$ cat config.mk
export PLATFORM = sky130hd
export DESIGN_NAME = wb_out_packer
export DESIGN_NICKNAME = d
export VERILOG_FILES = /design/src/rtl/wb_out_packer_pkg.sv /design/src/rtl/wb_skid_fifo.sv /design/src/rtl/wb_out_packer.sv
export SDC_FILE = /design/constraint.sdc
export NUM_CORES = 2
export LEC_CHECK = 0
export CAP_MARGIN = 15
export CORE_MARGIN = 2
export CORE_UTILIZATION = 49
export CTS_CLUSTER_SIZE = 16
export DETAILED_ROUTE_END_ITERATION = 10
export GPL_TIMING_DRIVEN = 1
export PLACE_DENSITY = 0.75
export SKIP_CTS_REPAIR_TIMING = 1
export SLEW_MARGIN = 0
export SYNTH_ARGS = -nofsm -noshare
export SYNTH_HDL_FRONTEND = slang
export SYNTH_HIERARCHICAL = 1
export SYNTH_SLANG_ARGS = --single-unit
export TNS_END_PERCENT = 1
$ cat constraint.sdc
create_clock -name clk -period 23.7 [get_ports clk]
set_clock_uncertainty 0.15 [all_clocks]
set_input_delay 4.74 -clock clk [delete_from_list [all_inputs] [get_ports clk]]
set_output_delay 4.74 -clock clk [all_outputs]
set_load 0.01 [all_outputs]
$ cat src/rtl/wb_out_packer_pkg.sv
// Shared types for the writeback output streamer: FSM states and the read-tag
// carried alongside each advance strobe.
package wb_out_packer_pkg;

  typedef enum logic [1:0] {
    IDLE,
    RUN,
    DRAIN,
    DONE
  } wb_state_e;

  typedef struct packed {
    logic valid;
    logic sel;
    logic last;
  } wb_tag_t;

endpackage

$ cat src/rtl/wb_skid_fifo.sv
// Show-ahead skid FIFO with registered occupancy; push while full is accepted
// when a pop happens in the same cycle.
module wb_skid_fifo #(
  parameter int unsigned WIDTH = 8,
  parameter int unsigned DEPTH = 4
) (
  input  logic                     clk,
  input  logic                     rst,
  input  logic                     push,
  input  logic [WIDTH-1:0]         din,
  input  logic                     pop,
  output logic [WIDTH-1:0]         dout,
  output logic [$clog2(DEPTH):0]   count,
  output logic                     full,
  output logic                     empty
);
  localparam int unsigned AW = $clog2(DEPTH);

  logic [WIDTH-1:0] mem [DEPTH];
  logic [AW-1:0]    rd_ptr;
  logic [AW-1:0]    wr_ptr;
  logic             do_push;
  logic             do_pop;

  assign empty   = (count == '0);
  assign full    = (count == (AW+1)'(DEPTH));
  assign do_pop  = pop && !empty;
  assign do_push = push && (!full || do_pop);
  assign dout    = mem[rd_ptr];

  always_ff @(posedge clk) begin
    if (rst) begin
      rd_ptr <= '0;
      wr_ptr <= '0;
      count  <= '0;
      for (int unsigned i = 0; i < DEPTH; i++) mem[i] <= '0;
    end else begin
      if (do_push) begin
        mem[wr_ptr] <= din;
        wr_ptr      <= wr_ptr + AW'(1);
      end
      if (do_pop) rd_ptr <= rd_ptr + AW'(1);
      case ({do_push, do_pop})
        2'b10:   count <= count + (AW+1)'(1);
        2'b01:   count <= count - (AW+1)'(1);
        default: count <= count;
      endcase
    end
  end

endmodule

$ cat src/rtl/wb_out_packer.sv
// Writeback output streamer: paces the controller's buffer walk under a credit
// limit, tags each read, and streams captured beats out with tlast/tile_done.
module wb_out_packer
  import wb_out_packer_pkg::*;
#(
  parameter int unsigned DATA_W     = 256,
  parameter int unsigned RD_LAT     = 1,
  parameter int unsigned FIFO_DEPTH = 4
) (
  input  logic              clk,
  input  logic              rst,
  input  logic              wb_tile_start,
  input  logic [15:0]       bs_bw_out_times,
  input  logic [15:0]       bp_bw_out_times,
  output logic              wb_valid_out,
  input  logic              wb_bs_bp_sel,
  input  logic              wb_tile_end,
  input  logic [DATA_W-1:0] bs_rd_data,
  input  logic [DATA_W-1:0] bp_rd_data,
  output logic [DATA_W-1:0] m_tdata,
  output logic              m_tvalid,
  input  logic              m_tready,
  output logic              m_tlast,
  output logic              tile_done,
  output logic              busy,
  output logic              err_proto
);
  localparam int unsigned   CW      = $clog2(FIFO_DEPTH) + 1;
  localparam logic [CW:0]   DEPTH_C = (CW+1)'(FIFO_DEPTH);

  wb_state_e       state, state_nx;
  logic [16:0]     total;
  logic [16:0]     issued;
  logic [15:0]     bs_beats;
  wb_tag_t         pipe [RD_LAT];
  wb_tag_t         tap;
  logic [CW-1:0]   inflight;
  logic [CW-1:0]   fifo_count;
  logic [CW:0]     outstanding;
  logic            fifo_full, fifo_empty;
  logic [DATA_W:0] fifo_din, fifo_dout;
  logic            accept, strobe, strobe_last, is_bs, pop;

  always_comb begin
    inflight = '0;
    for (int unsigned i = 0; i < RD_LAT; i++)
      inflight = inflight + CW'(pipe[i].valid);
  end

  assign outstanding  = {1'b0, fifo_count} + {1'b0, inflight};
  assign accept       = wb_tile_start && (state == IDLE);
  assign strobe       = (state == RUN) && (issued != total) && !fifo_full
                        && (outstanding < DEPTH_C);
  assign strobe_last  = (issued == total - 17'd1);
  assign is_bs        = (issued < {1'b0, bs_beats});
  assign pop          = m_tvalid && m_tready;
  assign tap          = pipe[RD_LAT-1];
  assign fifo_din     = {tap.last, tap.sel ? bs_rd_data : bp_rd_data};

  assign wb_valid_out = strobe;
  assign busy         = (state != IDLE);
  assign tile_done    = (state == DONE);
  assign m_tvalid     = !fifo_empty;
  assign m_tdata      = fifo_dout[DATA_W-1:0];
  assign m_tlast      = fifo_dout[DATA_W] && m_tvalid;

  // Zero-length tiles spend one RUN cycle (no strobe) so tile_done lands at start+2.
  // DRAIN exits on the cycle the final beat pops so tile_done follows it directly.
  always_comb begin
    state_nx = state;
    case (state)
      IDLE:    if (accept) state_nx = RUN;
      RUN:     if (total == '0) state_nx = DONE;
               else if (strobe && strobe_last) state_nx = DRAIN;
      DRAIN:   if (inflight == '0 &&
                   (fifo_empty || (fifo_count == CW'(1) && pop))) state_nx = DONE;
      DONE:    state_nx = IDLE;
      default: state_nx = IDLE;
    endcase
  end

  always_ff @(posedge clk) begin
    if (rst) begin
      state     <= IDLE;
      total     <= '0;
      issued    <= '0;
      bs_beats  <= '0;
      err_proto <= 1'b0;
      for (int unsigned i = 0; i < RD_LAT; i++) pipe[i] <= '0;
    end else begin
      state <= state_nx;
      if (accept) begin
        total    <= {1'b0, bs_bw_out_times} + {1'b0, bp_bw_out_times};
        issued   <= '0;
        bs_beats <= bs_bw_out_times;
      end else if (strobe) begin
        issued <= issued + 17'd1;
      end
      pipe[0] <= '{valid: strobe, sel: wb_bs_bp_sel, last: strobe && strobe_last};
      for (int unsigned i = 1; i < RD_LAT; i++) pipe[i] <= pipe[i-1];
      if (wb_tile_start && state != IDLE) err_proto <= 1'b1;
      if (strobe && ((wb_tile_end != strobe_last) || (wb_bs_bp_sel != is_bs)))
        err_proto <= 1'b1;
    end
  end

  wb_skid_fifo #(
    .WIDTH(DATA_W + 1),
    .DEPTH(FIFO_DEPTH)
  ) u_fifo (
    .clk   (clk),
    .rst   (rst),
    .push  (tap.valid),
    .din   (fifo_din),
    .pop   (pop),
    .dout  (fifo_dout),
    .count (fifo_count),
    .full  (fifo_full),
    .empty (fifo_empty)
  );

endmodule

==> run_results.csv <==
group,metric,value,unit
floorplan,die_w,328,um
worst_setup_path,path_class,"flip-flop to output port",
synthesis,syn_avg_cell_area,15.3,sq um
worst_setup_path,crit_family,"buffers and inverters",
synthesis,synth_top_area_cell,"edfxtp_1",
synthesis,seq_area_frac_synth,0.625,
global_routing,grt_max_degree,181,
timing,slew_violations,0,
worst_setup_path,cpMaxStageDelayCell,"dfxtp_4",
clocking,cts_sinks,1093,
placed_design,gp_congestion,0.863,
floorplan,num_io_pins,812,
global_routing,grt_usage,0.237,
timing,fin_crit_sh,0.399,
clocking,cts_made_buffers,111,
worst_setup_path,crit_fanout,70,
layout,final.fill_count,7700,
clocking,htreeDepth,3,
synthesis,ys_types,67,
floorplan,dieArea,108000,sq um
route,dr.pass1.iters,5,
worst_hold_path,hold_class,"flip-flop to flip-flop",
floorplan,core-area,104000,sq um
synthesis,synth_edf_count,1028,
worst_setup_path,cp-start-kind,"flip-flop",
floorplan,rows,118,
route,drc,0,
timing,setup_viol,0,
synthesis,syn-cell-area,51500,sq um
pwr,finalPower,0.00480,W
layout,final_common_cell,"and2_1",
route,drt_iter0_drc,2347,
worst_setup_path,max_stage_delay,970,ps
global_routing,grt_pass1_wl,193000,um
worst_setup_path,path_cells,"buf_4 -> buf_4 -> mux4_2 -> clkdlybuf4s50_1",
flow_run,cap_violations,0,
worst_setup_path,arrival,4560,ps
synthesis,yosysTopAreaCellShare,0.600,
synthesis,yosys-top-cells-area,"edfxtp_1 60%, and2_1 13%, mux4_2 11%, mux2_2 5.6%, dfxtp_1 2.5%",
worst_setup_path,critPathBufInv,3,
outcome,outcome,"finished clean",
clocking,clock-root-buffer,"clkbuf_16",
placed_design,dp_hpwl,80500,um
placed_design,numPlacedInstances,5373,
synthesis,async_reset_ff_frac,0,
global_routing,grt_overflow,0,
timing,rsz0062_at_grt,"no",
layout,synthToLayoutAreaGrowth,25.0,%
pwr,p_leak,22.8,nW
global_routing,first_global_vias,31000,
synthesis,synthCells,3375,
global_routing,antenna_found_initial,2,
timing,worst-slew-pin-transition,1130,ps
clocking,insertion_delay,690,ps
placed_design,portBuffers,811,
layout,postLayoutCoreUtil,0.620,
route,vias,30300,
clocking,clockBufferDepth,3,
worst_setup_path,crit_path_end_kind,"output port",
layout,fin_cells,5580,
floorplan,die_h,328,um
layout,mostFrequentLayoutCells,"1031 x and2_1, 1028 x edfxtp_1, 810 x clkdlybuf4s50_1",
timing,slew_headroom,0.247,
synthesis,ys_ff_latch,1093,
worst_setup_path,worstPathRequired,18810,ps
route,wl_per_cell,23.1,um
clocking,clkSlewWorstSetupHoldPaths,60,ps
layout,final_layout_size_suffix_gt1_frac,0.174,
pwr,ir_drop,0.0000654,V
pwr,powerDensity,74.5,nW/um^2
timing,hold_viol,0,
timing,postLayoutSetupSlackWorst,14250,ps
worst_setup_path,cp_common_cell,"buf_4",
layout,nets,4697,
clocking,cts_tree,"done",
synthesis,syn-num-nets,3966,
route,drt.antenna.violating_nets,0,
route,vias_per_cell,5.43,
synthesis,ys_dominant_reg_cell,"edfxtp_1",
synthesis,ys_warn_count,6,
placed_design,dp_slack,14860,ps
timing,period_minus_slack,9450,ps
floorplan,start_util,0.496,
route,routed_wl,129000,um
timing,fmax,0.106,GHz
## metal layers
| layer | global-route usage | part of all wire |
|---|---|---|
| met5 | 0 | 0 |
| met4 | 0.0692 | 0.029 |
| met3 | 0.0316 | 0.047 |
| met2 | 0.412 | 0.52 |
| met1 | 0.310 | 0.41 |
## registers in the layout, indices dropped and copies added, names as in the netlist, named ones only
name / cells
total: 17
u_fifo/count: 3
pipe: 3
bs_beats: 16
err_proto: 1
issued: 17
u_fifo/mem: 1028
state: 2
u_fifo/rd_ptr: 2
u_fifo/wr_ptr: 2
## area by class of cell
cell class / instances / area, sq um / area share
Tap cell: 1380 / 1730 / 0.0268
Multi-Input combinational cell: 2007 / 18300 / 0.284
Clock inverter: 67 / 607 / 0.00943
Timing Repair Buffer: 845 / 8470 / 0.132
Sequential cell: 1093 / 32200 / 0.500
Antenna cell: 1 / 2.50 / 0.0000389
Inverter: 48 / 180 / 0.00280
Clock buffer: 139 / 2920 / 0.0454
## cell families (layout without fill, tap and decap cells)
| logic type | count (synthesis) | in the layout | share of synthesized area |
|---|---|---|---|
| xor+xnor | 41 | 41 | 0.00698 |
| mux | 517 | 517 | 0.169 |
| other cells | 0 | 1 | 0 |
| compound gates | 143 | 143 | 0.0181 |
| fa+ha+maj | 41 | 41 | 0.0103 |
| buf+inv | 275 | 1099 | 0.0212 |
| flops | 1093 | 1093 | 0.625 |
| simple gates | 1265 | 1265 | 0.149 |
## Yosys cell counts (all sizes together), types with 5 or more instances
| library cell | n |
|---|---|
| a2111oi | 5 |
| a211oi | 9 |
| a21o | 8 |
| a21oi | 50 |
| and2 | 1031 |
| and3 | 5 |
| buf | 56 |
| clkbuf | 171 |
| dfxtp | 65 |
| edfxtp | 1028 |
| ha | 39 |
| inv | 47 |
| mux2 | 258 |
| mux4 | 257 |
| nand2 | 70 |
| nand2b | 7 |
| nand3 | 21 |
| nand3b | 5 |
| nand4 | 11 |
| nor2 | 38 |
| nor2b | 7 |
| nor3 | 24 |
| nor4 | 14 |
| o21a | 6 |
| o21ai | 28 |
| o31ai | 6 |
| or3 | 15 |
| or4 | 5 |
| xnor2 | 22 |
| xor2 | 19 |
## per-stage QoR
stage | cell area, sq um | hold WS [ps] | setup TNS [ps]
global route | 64400 | 325 | 0
finish | 64400 | 304 | 0
global placement | 60800 | 294 | 0
detailed placement | 60800 | 300 | 0
floorplan | 51500 | 286 | -233880
CTS | 64400 | 308 | 0
## worst min-delay path, delay by kind of cell, from the launching register on
kind / cells / cell delay [ps]
AO/OA/AOI/OAI: 1 / 50
flip-flops: 1 / 300
AND/OR/NAND/NOR: 1 / 50
## power breakdown
| group | leakage (nW) | internal (W) | total, W | switching, W |
|---|---|---|---|---|
| Combinational | 9.96 | 0.000375 | 0.000765 | 0.000390 |
| Clock | 1.71 | 0.000981 | 0.00171 | 0.000726 |
| Sequential | 11.2 | 0.00227 | 0.00233 | 0.0000551 |
## path summary, 6_finish.rpt
path	startpoint	to	slack, ps	cells after the start
worst max-delay path	flip-flop	m_tdata[189]	14250	4
worst min-delay path	bs_beats[4]$_SDFFE_PP0P_	bs_beats[4]$_SDFFE_PP0P_	300	2
worst max register to register	u_fifo/count[0]$_SDFFE_PP0P_	u_fifo/mem[0][106]$_SDFFCE_PN0P_	19810	7
worst min register to register	bs_beats[4]$_SDFFE_PP0P_	bs_beats[4]$_SDFFE_PP0P_	300	2
No activity file was read; power rests on OpenSTA's default activity.
